$ cat src/rtl/decimal_digit_ndig.sv
// Registered binary-to-decimal digit extractor with an active-low 7-segment decoder.
//
// Picks the decimal digit at weight 10**POSITION out of an unsigned binary number.
// It registers the segment pattern for that digit and registers the number with that
// digit's contribution removed. Instances chain from the most significant digit down:
// reduced_number of the POSITION=k stage feeds number of the POSITION=k-1 stage.
// Each stage adds one cycle of latency.
//
// Parameters:
//   WIDTH    - bit width of number / reduced_number (4..16)
//   POSITION - decimal digit index, 0 = units (0..4); 10**POSITION must fit in WIDTH bits
//
// Ports:
//   clock          - system clock, rising edge
//   n_reset        - asynchronous active-low reset; outputs blank / zero while low
//   number         - unsigned binary value to decode
//   data[6:0]      - active-low segments, data[0]=a ... data[6]=g
//   reduced_number - number - digit * 10**POSITION, registered
//
// Build option:
//   DECIMAL_DIGIT_LEADING_BLANK_EN - when defined, a non-units stage blanks its display
//   whenever this digit and every higher digit are zero (number < 10**POSITION).

module decimal_digit_ndig #(
    parameter int unsigned WIDTH    = 6,
    parameter int unsigned POSITION = 1
) (
    input  logic             clock,
    input  logic             n_reset,
    input  logic [WIDTH-1:0] number,
    output logic [6:0]       data,
    output logic [WIDTH-1:0] reduced_number
);

    // Digit weight. It is an elaboration-time constant, so the divide below reduces to
    // constant logic.
    localparam int unsigned W = 10 ** POSITION;

    localparam logic [6:0] SEG_BLANK = 7'b1111111;

`ifdef DECIMAL_DIGIT_LEADING_BLANK_EN
    localparam bit LEADING_BLANK = 1'b1;
`else
    localparam bit LEADING_BLANK = 1'b0;
`endif

    // Parameter legality.
    if (WIDTH < 4 || WIDTH > 16) begin : g_bad_width
        $error("decimal_digit_ndig: WIDTH must be in 4..16");
    end
    if (POSITION > 4) begin : g_bad_position
        $error("decimal_digit_ndig: POSITION must be in 0..4");
    end
    if (W > (2 ** WIDTH) - 1) begin : g_bad_weight
        $error("decimal_digit_ndig: 10**POSITION does not fit in WIDTH bits");
    end

    // The legality checks guarantee that both constants fit in WIDTH bits.
    localparam logic [WIDTH-1:0] WEIGHT = WIDTH'(W);
    localparam logic [WIDTH-1:0] TEN    = WIDTH'(10);

    logic [WIDTH-1:0] quotient;
    logic [WIDTH-1:0] digit;
    logic [WIDTH-1:0] reduced_d;
    logic [6:0]       data_d;
    logic             blank;

    logic [6:0]       data_q;
    logic [WIDTH-1:0] reduced_q;

    // Arithmetic. digit*WEIGHT <= number, so the WIDTH-bit product and difference never
    // wrap. Higher digits stay inside reduced_number on purpose.
    always_comb begin
        quotient  = number / WEIGHT;
        digit     = quotient % TEN;
        reduced_d = number - (digit * WEIGHT);
    end

    // Segment decode, active low (g f e d c b a).
    always_comb begin
        data_d = SEG_BLANK;
        case (digit)
            WIDTH'(0): data_d = 7'b1000000;
            WIDTH'(1): data_d = 7'b1111001;
            WIDTH'(2): data_d = 7'b0100100;
            WIDTH'(3): data_d = 7'b0110000;
            WIDTH'(4): data_d = 7'b0011001;
            WIDTH'(5): data_d = 7'b0010010;
            WIDTH'(6): data_d = 7'b0000010;
            WIDTH'(7): data_d = 7'b1111000;
            WIDTH'(8): data_d = 7'b0000000;
            WIDTH'(9): data_d = 7'b0010000;
            default:   data_d = SEG_BLANK;
        endcase
    end

    // number < weight means this digit and all higher ones are zero. The units stage
    // never blanks.
    always_comb begin
        blank = 1'b0;
        if (LEADING_BLANK && (POSITION > 0) && (number < WEIGHT)) begin
            blank = 1'b1;
        end
    end

    // Single register stage. The registers reload every cycle, so an X on number only
    // affects the cycle that captured it.
    always_ff @(posedge clock or negedge n_reset) begin
        if (!n_reset) begin
            data_q    <= SEG_BLANK;
            reduced_q <= '0;
        end else begin
            data_q    <= blank ? SEG_BLANK : data_d;
            reduced_q <= reduced_d;
        end
    end

    assign data           = data_q;
    assign reduced_number = reduced_q;

endmodule

$ cat config.mk
export PLATFORM = sky130hd
export DESIGN_NAME = decimal_digit_ndig
export DESIGN_NICKNAME = d
export VERILOG_FILES = /design/src/rtl/decimal_digit_ndig.sv
export SDC_FILE = /design/constraint.sdc
export NUM_CORES = 1
export LEC_CHECK = 0
export BUFFER_PORTS_ARGS = -buffer_cell sky130_fd_sc_hd__buf_2
export CORE_ASPECT_RATIO = 1.4
export CORE_UTILIZATION = 30
export CTS_CLUSTER_SIZE = 10
export DETAILED_ROUTE_END_ITERATION = 12
export PLACE_DENSITY = 0.51
export SYNTH_ARGS = -nofsm -noshare
export SYNTH_HDL_FRONTEND = slang
export SYNTH_SLANG_ARGS = --single-unit
$ cat constraint.sdc
create_clock -name clock -period 0.8 [get_ports clock]
set_input_delay 0.04 -clock clock [delete_from_list [all_inputs] [get_ports clock]]
set_output_delay 0.04 -clock clock [all_outputs]
set_load 0.005 [all_outputs]
==> run metrics <==
CP max FO 3; DR WL/cell 12.2 um; CP Data Required Time 0.99 ns; global route total overflow 0; GR Util met3 1.16%; Slew headroom 77.1%; Max Clk Rate 458 MHz; die width 45.3 um; Pre-antenna DRT Iters 4; setup violators final 19; largest stage delay on the critical path 0.34 ns; fin crit share 273%; DP HPWL 1.32 mm; die area 2830 sq um; run status finished with violations; Final ANT Viol Nets 0; root buf cell clkbuf_4; Iter 0 DRT Violations 6; fin worst setup slack -1.38 ns; Worst Tran Pin Value 0.343 ns; TritonCTS clock tree done; Reg power frac 35.9%; cells after synthesis 76; VDD IR-drop max 0.000640 V; ant diodes 0; Top Usage Layer GRT met2; met1 GRT Util 16.9%; initial antenna violation count 0; CP max-delay cell fa_2; crit-path cells buf_8 -> nand2b_4 -> nand2_2 -> nand2_2 -> a21oi_4 -> ha_4 -> nor2b_4 -> nor2_4 -> o21ai_4 -> o311ai_4 -> ha_2 -> inv_2 -> fa_2 -> a21o_1 -> a21oi_2 -> xnor2_1; chip height 62.6 um; layout cell share with drive strength beyond 1 76.6%; final sum of negative setup slack -13.39 ns; Comb pwr share 47.4%; DRC viols 0; average size of a mapped cell 10.3 sq um; final core occ 63.0%; area delta synth->final 95.9%; Placer Congestion 0.771; final WL 2.09 mm; Final Hold Viols 0; htree depth 1; Pwr Total 0.00233 W; Vias/cell 4.49; DP Worst Slack -1.71 ns; max-cap violations 0; core box area 2440 sq um; crit start category input pin; final period demand of the worst path 2.18 ns; Yosys cell types 27; CTS max path bufs 2; post-synthesis instance area 786 sq um; num rows 21; crit path DAT 2.37 ns; critical path type input pin to register; largest net degree at the start of global routing 14; number of global-route vias before repair 773; # IOs 21; min-delay src number[5]; yosys warns 0; Hold WC Path Type input pin to register; post-synthesis register bit count 13; failing checks setup timing; Final Max Tran Viols 0; Starting Density 32.2%; via count 767; Critical Path Most Common Cell nand2_2; register area share after synthesis 42.5%; GRT Total Usage 16.4%; global-route wire length before repair 3.37 mm; total CTS buffers 3; clock network power share 16.7%; Switch Pwr 0.000704 W; RSZ-0062 raised after global routing yes; P_int 0.00162 W; final-stage net count 158; clk slew on worst S/H paths 0.07 ns; Lkg Pwr 0.695 nW; critical path startpoint number[3]; M2 GR Usage 29.7%; pwr dens 1510 nW/um^2; Post-Syn Nets 96; Port Buffers 20; switch share 30.3%; Setup crit end kind register; sinks on the clock net 13
-- power by group through the flow --
stage | registers, W | logic [W] | clock network, W
global placement | 0.000843 | 0.000790 | 0
detailed placement | 0.000843 | 0.000797 | 0
global route | 0.000849 | 0.00120 | 0.000452
CTS | 0.000832 | 0.000985 | 0.000404
finish | 0.000835 | 0.00110 | 0.000387
floorplan | 0.000874 | 0.000389 | 0
-- through the flow --
step	instances	instance area (sq um)	hold WS (ns)
2_1_floorplan	76	876	-0.256
3_3_place_gp	157	1220	-0.0723
3_5_place_dp	157	1220	-0.0709
4_1_cts	168	1460	0.150
5_1_grt	171	1540	0.145
6_report	171	1540	0.155
-- placed cells by master, fill, tap and decap left out, types with 2 or more instances in the layout --
cell,instances
nor2_1,4
dlygate4sd3_1,2
o21ai_1,2
a21o_1,3
inv_1,2
xnor2_1,2
buf_2,17
buf_6,4
dfrtp_1,6
nand2_2,3
ha_4,10
a21oi_2,3
nor2b_1,2
dfstp_2,7
nor2_4,2
inv_2,6
buf_4,34
nand2b_4,3
clkbuf_4,3
-- worst paths after layout --
path,endpoint,slack (ns),depth (start not counted)
max,reduced_number[5],-1.38,16
min,data[6],0.16,3
max in group asynchronous,data[1],0.36,2
min in group asynchronous,reduced_number[1],0.17,2
-- layout make-up --
cell class | count | area, sq um
fillers | 196 | 905
multi-input cells | 54 | 686
repair buffers | 58 | 420
flip-flops and latches | 13 | 334
well taps | 34 | 42.5
inverters | 8 | 30.0
clock buffers | 4 | 26.3
-- registers in the layout (all words and copies together) (netlist names) --
signal          cells
data                7
reduced_number      6
-- worst max-delay path, delay by kind of cell --
family                   cells  cell delay [ns]
adder cells (fa/ha/maj)      3             0.81
AO/OA/AOI/OAI                5             0.68
AND/OR/NAND/NOR              5             0.57
buffers and inverters        2             0.14
XOR/XNOR                     1             0.13
-- routing by layer --
metal	vias up	share of wire [%]
li1	379	-
met1	365	37
met2	18	59
met3	5	1.4
met4	0	2.9
met5	-	0
-- cells by family after synthesis --
family | Yosys count | share of synthesized area, %
AOI/OAI and AO/OA | 18 | 15.0
xor gates and xnor gates | 4 | 4.46
adders and majority gates | 12 | 20.1
buffers and inverters | 9 | 4.46
DFF | 13 | 42.5
and+or+nand+nor | 20 | 13.5
-- cells in the mapped netlist, drive strengths merged --
library cell  count  area, sq um
nor3              1         5.00
nor2              7         33.8
inv               8         30.0
buf               1         5.00
nand2b            4         27.5
xor2              1         8.76
o311ai            1         8.76
ha               11          138
a22oi             1         7.51
a21o              3         22.5
and2              1         6.26
xnor2             3         26.3
dfrtp             6          150
nor2b             3         18.8
a2111oi           1         10.0
o21a              1         7.51
dfstp             7          184
o311a             1         10.0
o22ai             1         6.26
o21ai             5         25.0
nand2             4         15.0
a21oi             4         20.0
fa                1         20.0
-- what timing repair did --
action                     in CTS  in global routing
buffers inserted                9                  4
hold endpoints to repair       14                  0
setup endpoints to repair      20                 25
pin swaps                      25                 15
resized for setup              28                 11
cloned                          0                  0
hold buffers                    2                  0
(Power assumes the default switching activity.)
